**config.mk**
```make
export PLATFORM = sky130hd
export DESIGN_NAME = ps2_rx_fifo
export DESIGN_NICKNAME = d
export VERILOG_FILES = /design/src/rtl/ps2_rx_fifo.sv
export SDC_FILE = /design/constraint.sdc
export NUM_CORES = 1
export LEC_CHECK = 0
export ABC_AREA = 1
export CORE_MARGIN = 3
export CORE_UTILIZATION = 55
export CTS_CLUSTER_DIAMETER = 100
export DETAILED_ROUTE_END_ITERATION = 7
export GPL_TIMING_DRIVEN = 0
export PLACE_DENSITY = 0.73
export SYNTH_ARGS = -nofsm -noshare
export SYNTH_HDL_FRONTEND = slang
export SYNTH_SLANG_ARGS = --single-unit
```
**constraint.sdc**
```tcl
create_clock -name clk -period 7.32 [get_ports clk]
set_input_delay 1.098 -clock clk [delete_from_list [all_inputs] [get_ports clk]]
set_output_delay 1.098 -clock clk [all_outputs]
set_load 0.01 [all_outputs]
```
**src/rtl/ps2_rx_fifo.sv**
```systemverilog
// PS/2 device-to-host receiver: synchronizes and deglitches the bus, decodes
// 11-bit frames (start, 8 data LSB first, odd parity, stop) into a FWFT byte FIFO.
module ps2_rx_fifo #(
    parameter int FILTER_LEN     = 4,
    parameter int TIMEOUT_CYCLES = 50000,
    parameter int FIFO_DEPTH     = 8,
    parameter int PARITY_CHECK   = 1
) (
    input  logic                            clk,
    input  logic                            rst,
    input  logic                            ps2_clk,
    input  logic                            ps2_data,
    output logic [7:0]                      rd_data,
    output logic                            rd_valid,
    input  logic                            rd_ready,
    output logic                            frame_err,
    output logic                            overflow,
    output logic [$clog2(FIFO_DEPTH+1)-1:0] level
);

    localparam int AW = $clog2(FIFO_DEPTH);
    localparam int LW = $clog2(FIFO_DEPTH + 1);
    localparam int TW = $clog2(TIMEOUT_CYCLES + 1);

    typedef enum logic [1:0] {IDLE, DATA, PARITY, STOP} state_t;

    logic [1:0]    clk_sync;
    logic [1:0]    data_sync;
    logic          clk_s;
    logic          data_s;
    logic          filt_clk;
    logic          filt_prev;
    logic [3:0]    filt_cnt;
    logic          strobe;

    state_t        state_q;
    state_t        state_d;
    logic [7:0]    shift_q;
    logic [2:0]    bit_cnt;
    logic          parity_acc;
    logic          parity_ok;
    logic [TW-1:0] tmo_cnt;
    logic          timeout_hit;
    logic          push;

    logic [7:0]    mem [FIFO_DEPTH];
    logic [AW-1:0] wr_ptr;
    logic [AW-1:0] rd_ptr;
    logic [LW-1:0] count;
    logic [7:0]    last_q;
    logic          empty;
    logic          full;
    logic          pop;
    logic          wr_en;

    assign clk_s  = clk_sync[1];
    assign data_s = data_sync[1];

    // Synchronizers and filter reset to 1 so an idle bus produces no spurious falling edge.
    // NOTE: sequential state is updated with <= only, so every flop samples pre-edge values.
    always_ff @(posedge clk or posedge rst) begin
        if (rst) begin
            clk_sync  <= 2'b11;
            data_sync <= 2'b11;
            filt_clk  <= 1'b1;
            filt_prev <= 1'b1;
            filt_cnt  <= '0;
        end else begin
            clk_sync  <= {clk_sync[0], ps2_clk};
            data_sync <= {data_sync[0], ps2_data};
            filt_prev <= filt_clk;
            if (clk_s == filt_clk) begin
                filt_cnt <= '0;
            end else if (filt_cnt == 4'(FILTER_LEN - 1)) begin
                filt_clk <= clk_s;
                filt_cnt <= '0;
            end else begin
                filt_cnt <= filt_cnt + 4'd1;
            end
        end
    end

    assign strobe      = filt_prev & ~filt_clk;
    assign timeout_hit = (state_q != IDLE) && !strobe && (tmo_cnt == TW'(TIMEOUT_CYCLES - 1));

    always_ff @(posedge clk or posedge rst) begin
        if (rst) state_q <= IDLE;
        else     state_q <= state_d;
    end

    // NOTE: defaults first so no path through this block leaves an output unassigned (no latches).
    always_comb begin
        state_d   = state_q;
        push      = 1'b0;
        frame_err = 1'b0;
        case (state_q)
            IDLE:    if (strobe && !data_s) state_d = DATA;
            DATA:    if (strobe && bit_cnt == 3'd7) state_d = PARITY;
            PARITY:  if (strobe) state_d = STOP;
            STOP: begin
                if (strobe) begin
                    state_d = IDLE;
                    if (data_s && parity_ok) push = 1'b1;
                    else                     frame_err = 1'b1;
                end
            end
            default: state_d = IDLE;
        endcase
        if (timeout_hit) begin
            state_d   = IDLE;
            frame_err = 1'b1;
        end
    end

    always_ff @(posedge clk or posedge rst) begin
        if (rst) begin
            shift_q    <= '0;
            bit_cnt    <= '0;
            parity_acc <= 1'b0;
            parity_ok  <= 1'b0;
            tmo_cnt    <= '0;
        end else begin
            if (strobe) begin
                case (state_q)
                    IDLE: begin
                        bit_cnt    <= '0;
                        parity_acc <= 1'b0;
                    end
                    DATA: begin
                        shift_q    <= {data_s, shift_q[7:1]};
                        parity_acc <= parity_acc ^ data_s;
                        bit_cnt    <= bit_cnt + 3'd1;
                    end
                    PARITY: parity_ok <= (PARITY_CHECK != 0) ? (parity_acc ^ data_s) : 1'b1;
                    default: ;
                endcase
            end
            if (strobe || state_d == IDLE) tmo_cnt <= '0;
            else                           tmo_cnt <= tmo_cnt + TW'(1);
        end
    end

    assign empty    = (count == '0);
    assign full     = (count == LW'(FIFO_DEPTH));
    assign pop      = rd_ready && !empty;
    // A full FIFO still accepts a byte when the head leaves in the same cycle.
    assign wr_en    = push && (!full || pop);
    assign overflow = push && full && !pop;
    assign rd_valid = !empty;
    assign rd_data  = empty ? last_q : mem[rd_ptr];
    assign level    = count;

    // NOTE: the storage array carries no reset; only pointers and count define its contents.
    always_ff @(posedge clk) begin
        if (wr_en) mem[wr_ptr] <= shift_q;
    end

    always_ff @(posedge clk or posedge rst) begin
        if (rst) begin
            wr_ptr <= '0;
            rd_ptr <= '0;
            count  <= '0;
            last_q <= '0;
        end else begin
            if (wr_en) wr_ptr <= wr_ptr + AW'(1);
            if (pop) begin
                rd_ptr <= rd_ptr + AW'(1);
                last_q <= mem[rd_ptr];
            end
            if (wr_en && !pop)      count <= count + LW'(1);
            else if (pop && !wr_en) count <= count - LW'(1);
        end
    end

endmodule

```
Word level (Yosys, flattened, before mapping)
Memories as Yosys holds them, arrays and structs flattened.
Index checks and enable logic that the tools add are counted.
Word-level totals
  RAM bits: 64
  word-level logic and storage cells: 87
  memories: 1
  input port bits: 5
  register bits: 59
Cells by class
  add/subtract/negate cells: 7
  bitwise operators: 4
  multiplexer cells: 23
  reduce and logical (&&, ||, !) cells: 29
  equal/unequal tests: 8
Memory list
  mem: depth 8, bits a word 8, read ports 1, clocked after memory_dff 0, wr ports 1, RTL line 46  | logic [7:0] mem [FIFO_DEPTH];
Operators by type and width (count)
  $add 16x1->16 const B: 1
  $eq 16x16->1 const B: 1
  $mux 16: 1
  $mux 4: 4
  $logic_and 1x1->1: 11
  $mux 2: 5
  $add 3x1->3 const B: 3
  $mux 1: 9
  $add 4x1->4 const B: 2
  $mux 8: 1
  $pmux 2 s4: 1
  $reduce_and 2->1: 4
  $logic_not 1->1: 6
  $pmux 3 s2: 1
  $reduce_bool 2->1: 3
  $eq 2x2->1 const B: 2
  $eq 4x2->1 const B: 1
  $eq 4x4->1 const B: 1
  $logic_not 2->1: 2
  $logic_not 4->1: 1
  $sub 4x1->4 const B: 1
  $eq 3x3->1 const B: 1
  $eq 2x1->1 const B: 1
  $logic_or 1x1->1: 2
  other kinds (5): 6

Longest topological paths before layout
Gate-level depths: netlist (run 1).
  depth after elaboration: 9
  depth in mapped cells: 15
  mapped depth without buffers: 15

Worst setup path after synthesis (run 1)
OpenSTA, ideal clock, no wires.
  kind: input -> register
  from: input port rd_ready
  to: register count[3] (netlist: level[3])
  setup slack: 4.610 ns
  cell stages on the path: 11
  data arrival time: 2.589 ns
  library setup time: 0.121 ns
  required time: 7.199 ns
  path buffers: 1
  cells stage by stage: nand2_1 > buf_2 > ha_1 > inv_1 > ha_1 > a21oi_1 > nand2_1 > a21oi_1 > o21ai_0 > nand2_1 > nand2_1
On the way
  word-level cells in the longest chain between the ends: 6
  elaborated cells between the ends (all ways): 9
RTL lines
  start: declaration: RTL line 15  | input logic rd_ready,
  $logic_and 1x1->1 (*): RTL line 145  | assign pop = rd_ready && !empty;
  $logic_or 1x1->1: RTL line 147  | assign wr_en = push && (!full || pop);
  $logic_and 1x1->1: RTL line 147
  $logic_not 1->1: RTL line 171  | else if (pop && !wr_en) count <= count - LW'(1);
  $logic_and 1x1->1: RTL line 171
  $reduce_bool 2->1 (no line)
  end signal: assignment: RTL line 170  | if (wr_en && !pop) count <= count + LW'(1);
  end signal: assignment: RTL line 171
  end: declaration: RTL line 49  | logic [LW-1:0] count;
Every way passes the cells marked *; elsewhere a longest branch is shown, timed or not.
A chain may end at the register's enable or synchronous reset.

Final worst setup path (run 1)
  from: register rd_ptr[2]
  to: output port rd_data[0]
On the way
  word-level cells in the longest chain between the ends: 2
RTL lines
  start: declaration: RTL line 48  | logic [AW-1:0] rd_ptr;
  start signal: assignment: RTL line 167  | rd_ptr <= rd_ptr + AW'(1);
  $mem_v2 8x8
  $mux 8: RTL line 150  | assign rd_data = empty ? last_q : mem[rd_ptr];
  end: declaration: RTL line 13  | output logic [7:0] rd_data,
No other way between the ends.

==> results of run 1 <==
==> per-layer routing <==
layer / global-route usage / vias up / share of wire
met1: 0.266 / 1711 / 0.43
met5: 0 / - / 0
li1: - / 1732 / -
met3: 0.0652 / 12 / 0.050
met4: 0.0665 / 0 / 0.018
met2: 0.356 / 89 / 0.50
==> layout make-up <==
type / instances / area (µm²) / area share
clock buffers: 18 / 418 / 0.0668
repair buffers: 22 / 223 / 0.0356
multi-input cells: 316 / 1740 / 0.279
clock inverters: 14 / 124 / 0.0198
well taps: 129 / 161 / 0.0258
inverters: 29 / 109 / 0.0174
flip-flops and latches: 123 / 3410 / 0.544
plain buffers: 14 / 75.1 / 0.0120
==> worst max-delay path by stage <==
stage                          from         end  slack (ps)  cells past startpoint
after floorplan            rd_ready    level[3]        4610                     11
after global placement     rd_ready    overflow        3640                      5
after detailed placement   rd_ready   mem[0][1]        3620                      6
after CTS                 rd_ptr[2]  rd_data[0]        3330                      6
after global routing      rd_ptr[2]  rd_data[0]        3170                      6
final                     rd_ptr[2]  rd_data[0]        3360                      6
==> cell usage after synthesis <==
cell type  instances
nor2_1            80
nand2_1           68
edfxtp_1          64
dfrtp_1           53
o21ai_0           52
inv_1             25
o211ai_1          17
nand3_1           16
xor2_1            12
ha_1               9
nor3_1             9
xnor2_1            9
mux2_2             8
nor2_4             8
clkbuf_1           7
dfstp_2            6
nor2_2             6
a21oi_1            5
buf_2              5
nand4_1            4
inv_2              3
o21ai_1            3
nand2_2            2
o21bai_1           2
a21oi_2            1
buf_1              1
buf_12             1
clkinv_1           1
fa_1               1
nand2_4            1
nand3_2            1
o31ai_1            1
or2_1              1
==> worst register-to-register path, cell delays in order (launching register included) <==
cell     delay, ps
dfstp_2        550
inv_1           50
nor2_2         120
nand3_1        140
nor2_1         130
nand2_1        110
inv_2          110
nand2_1        110
nor3_1        1030
==> through the flow <==
step                      hold slack (ps)  total power [mW]
after global routing                  364              2.73
after detailed placement              348              1.83
after global placement                346              1.79
final                                 355              2.56
after floorplan                       345              1.50
after CTS                             356              2.59
==> cells by family (layout without fill, tap and decap cells) <==
family	Yosys count	count (layout)	share of synthesized area
compound gates	81	81	0.0862
xor+xnor	21	21	0.0345
fa+ha+maj	10	10	0.0249
buf+inv	43	97	0.0345
flops	123	123	0.639
mux	8	8	0.0169
simple gates	196	196	0.164
==> sequential cells by signal, summed over array words and instances (netlist names) <==
signal	count
mem	64
tmo_cnt	16
last_q	8
shift_q	8
filt_cnt	4
level	4
bit_cnt	3
rd_ptr	3
wr_ptr	3
clk_sync	2
data_sync	2
state_q	2
filt_clk	1
filt_prev	1
parity_acc	1
parity_ok	1
==> power groups by stage <==
stage          Combinational, mW  Sequential, mW  Clock, mW
3_5_place_dp               0.801            1.02          0
5_1_grt                    0.897            1.03      0.800
3_3_place_gp               0.778            1.01          0
4_1_cts                    0.809            1.01      0.765
2_1_floorplan              0.515           0.987          0
6_report                   0.797            1.01      0.754
==> impl_metrics.toml, run 1 <==
[status]
status = "completed"

[die]
fp-row-count = 35
die_h_um = 104
initial_utilization = 0.571
io_pins = 20
fp.dieW_um = 104
core_area_mm2 = 0.00933
die-area_mm2 = 0.0109

[grt]
grt_pass1_wl_um = 18100
grt-ovfl-total = 0
antenna_found_initial = 0
grt_usage = 0.213
grt_max_degree = 39
grt_pass1_vias = 3735

[power_and_ir_drop]
p_int_mw = 1.67
pwr-share-seq = 0.395
pwr-share-comb = 0.311
ir_worst_vdd_mv = 0.286
swShare = 0.351
leakage_nw = 2.43
p_clk_frac = 0.294
power_density_mw_per_mm2 = 410
p_sw_uw = 899

[final_layout]
utilization = 0.671
final_cells = 665
layout-drive-gt1-share = 0.146
fin_nets = 538
final_common_cell = "nor2_1"
diodes = 0
nFillCells = 685
design_area_mm2 = 0.00626
area_delta_synth_final_pct = 17.5
final_cell_mix = "nor2_1, nand2_1, edfxtp_1"

[critical_path]
required_ps = 6220
slowest_stage = "clkdlybuf4s50_1"
reg2reg_depth = 8
setup.worst_path.end_class = "output port"
critical_path_class = "register to output port"
arrival_ps = 2860
startpoint_type = "register"
critPathMaxFanout = 9
crit_path_max_incr_delay_ps = 570
rr_endpoint = "mem[1][4]"
path_cells = "clkbuf_1, clkinv_1, o211ai_1, nand2_1, o21ai_0, clkdlybuf4s50_1"
crit_family = "buffers and inverters"
ff2ff_setup_slack_ps = 4580
timing.rr.start = "filt_prev"
crit_buf_inv = 3

[place]
placed_cell_area_mm2 = 0.00570
finalWeightedCongestion = 0.778
port_buffers = 19
dp_cells = 631
dp_slack_ps = 3620
hpwl_um = 6890

[sta]
rsz0062_at_grt = "no"
min_period_ps = 3960
worst_pin_slew_ps = 1340
drv_slew = 0
hold_viol_final = 0
clock_skew_ps = 12.1
fin_ws_ps = 3360
relSlewSlack = 0.0977
setup_viol = 0
max_clock_freq_mhz = 253
fin_setup_tns_ps = 0
period_share = 0.540

[yosys]
syn_area_per_cell_um2 = 11.1
yosysTopAreaCell = "edfxtp_1"
synth_top_cell_area_share = 0.361
ys_ff_latch = 123
yosysWarnings = 0
syn_nets = 497
netlist_instances = 482
ys_seq_area_frac = 0.639
synth_area_mm2 = 0.00533
ys_top_cells_by_area = "edfxtp_1, dfrtp_1, nor2_1"
ys_types = 33

[route]
drc = 0
drt_wl_total_um = 10500
drt-vias-per-instance = 5.33
vias = 3544
wl_per_cell_um = 15.8
ant_nets = 0
drtIter0Drc = 187
first_pass_iters = 5

[clock_network]
clk-insertion-delay-late_ps = 520
root_buffer = "clkbuf_8"
cts_made_buffers = 17
htreeDepth = 4
cts_buffer_depth = 2
clock-sinks = 123
cts_resized = 0
cts_tree = "done"
postCtsSetupRepairBufs = 0
path_clk_slew_ps = 60
ctsHoldBuffers = 0

[hold_path]
min_to = "data_sync[1]"
min-delay-start = "data_sync[0]"
worstHoldPathType = "register to register"
hold_depth = 0

[job]
maxCapViolCount = 0
Note: power is estimated with default switching activity, not from simulation.
==> run 2: changes to the inputs <==
--- a/config.mk
+++ b/config.mk
@@ -11,7 +11,7 @@
 export CTS_CLUSTER_DIAMETER = 100
 export DETAILED_ROUTE_END_ITERATION = 7
 export GPL_TIMING_DRIVEN = 0
-export PLACE_DENSITY = 0.73
+export PLACE_DENSITY = 0.76
 export SYNTH_ARGS = -nofsm -noshare
 export SYNTH_HDL_FRONTEND = slang
 export SYNTH_SLANG_ARGS = --single-unit
==> constraint.sdc (replaced) <==
create_clock -name clk -period 3.6 [get_ports clk]
set_input_delay 0.54 -clock clk [delete_from_list [all_inputs] [get_ports clk]]
set_output_delay 0.54 -clock clk [all_outputs]
set_load 0.01 [all_outputs]
==> run 2 against run 1 <==
Utilization up 0.27 points. Sequential share of layout area down 0.22 points. First-iteration DRC count increased by 13%. Clock skew rose by 11 ps. Flip-flop and latch count is the same. Largest power group unchanged.
==> impl_metrics.toml, run 2 (synthesized netlist as in run 1, its figures left out) <==
[critical_path]
slowest_stage = "clkdlybuf4s50_1"
crit_buf_inv = 3
critPathMaxFanout = 10
required_ps = 3060
setup.worst_path.end_class = "output port"
crit_family = "buffers and inverters"
startpoint_type = "register"
path_cells = "inv_1, clkbuf_1, o21ai_0, o211ai_1, nand2_1, o21ai_0, clkdlybuf4s50_1"
path_common_cell = "o21ai_0"
critical_path_class = "register to output port"
crit_path_max_incr_delay_ps = 560
arrival_ps = 2770

[final_layout]
final_cells = 663
nFillCells = 688
fin_nets = 536
multi_input_area_mm2 = 0.00174
diodes = 0
final_common_cell = "nor2_1"
top_regs = "mem x64, tmo_cnt x16"
final_cell_mix = "nor2_1, nand2_1, edfxtp_1"
area_delta_synth_final_pct = 17.9
regMostFlops = "mem"
largest_reg_flops = 64
regArea_mm2 = 0.00341
layout-drive-gt1-share = 0.142

[die]
io_pins = 20
core_area_mm2 = 0.00933
die_h_um = 104
die-area_mm2 = 0.0109
fp-row-count = 35
fp.dieW_um = 104
initial_utilization = 0.571

[grt]
grt_pass1_vias = 3696
antenna_found_initial = 0
grt_max_degree = 43
grt_usage = 0.211
grt-ovfl-total = 0
grt_pass1_wl_um = 18100

[power_and_ir_drop]
power_density_mw_per_mm2 = 848
power_mw = 5.33
swShare = 0.349
p_clk_frac = 0.309
leakage_nw = 2.44
pwr-share-seq = 0.387
p_int_mw = 3.47
pwr-share-comb = 0.304
ir_worst_vdd_mv = 0.499
p_sw_mw = 1.86

[sta]
setup_viol = 0
drv_slew = 0
fin_setup_tns_ps = 0
rsz0062_at_grt = "no"
relSlewSlack = 0.119
hold_viol_final = 0
period_share = 0.920
worst_pin_slew_ps = 1310
min_period_ps = 3310
clock_skew_ps = 23.1
holdWs_ps = 312
fin_ws_ps = 288
max_clock_freq_mhz = 302

[place]
dp_cells = 631
port_buffers = 19
hpwl_um = 6940
finalWeightedCongestion = 0.814
dp_slack_ps = 473

[route]
vias = 3595
drt-vias-per-instance = 5.42
drt_wl_total_um = 10600
wl_per_cell_um = 15.9
first_pass_iters = 5
drc = 0
top_layer_used = "met4"
dr_wl_met3_um = 354
ant_nets = 0
drtIter0Drc = 212
wl_met2_um = 5470
wl_met1_um = 4530

[clock_network]
cts_tree = "done"
htreeDepth = 4
clk-insertion-delay-late_ps = 530
cts_resized = 0
clock-sinks = 123
postCtsSetupRepairBufs = 0
cts_buffer_depth = 2
ctsHoldBuffers = 0
path_clk_slew_ps = 60
root_buffer = "clkbuf_8"
cts_made_buffers = 17

[hold_path]
worstHoldPathType = "input port to async pin"

[status]
status = "completed"

[job]
maxCapViolCount = 0
==> run 2: layout make-up <==
class,count,share of cell area
inverter,29,0.0173
sequential,123,0.542
buffer,14,0.0119
tap,129,0.0257
clock buffer,17,0.0659
timing repair buffer,20,0.0334
clock inverter,15,0.0263
multi-input combinational,316,0.278
==> run 2: worst paths after layout <==
check	start	to	slack (ps)	cells past startpoint
max	rd_ptr[0]	rd_data[3]	290	7
min	rst	level[0]	310	2
max reg2reg	filt_prev	mem[2][5]	800	7
min reg2reg	data_sync[0]	data_sync[1]	360	0
max in group asynchronous	rst	filt_prev	2690	3
min in group clk	data_sync[0]	data_sync[1]	360	0
==> run 2: worst reg2reg max path, cell delays in order (launching register included) <==
cell and delay [ps]:
dfstp_2 540, inv_1 50, nor2_2 120, nand3_1 140
nor2_1 120, nand2_1 110, or2_1 300, nor3_1 1010
==> run 2: power by group through the flow <==
stage                     combinational, mW  sequential [mW]  clock (mW)
final                                  1.62             2.06        1.65
after global routing                   1.80             2.10        1.73
after CTS                              1.63             2.06        1.66
after detailed placement               1.62             2.08           0
after global placement                 1.56             2.06           0
after floorplan                        1.05             2.01           0
==> run 2: stage by stage <==
| step | utilization | instance area [µm²] |
|---|---|---|
| after CTS | 0.673 | 6280 |
| after global routing | 0.674 | 6280 |
| after floorplan | - | 5330 |
| final | 0.674 | 6280 |
| after global placement | 0.609 | 5680 |
| after detailed placement | 0.611 | 5700 |
==> run 2: layer usage <==
layer / vias to the layer above / global-route usage
met1: 1771 / 0.259
met2: 90 / 0.361
met5: - / 0
met4: 0 / 0.0893
li1: 1719 / -
met3: 15 / 0.0484
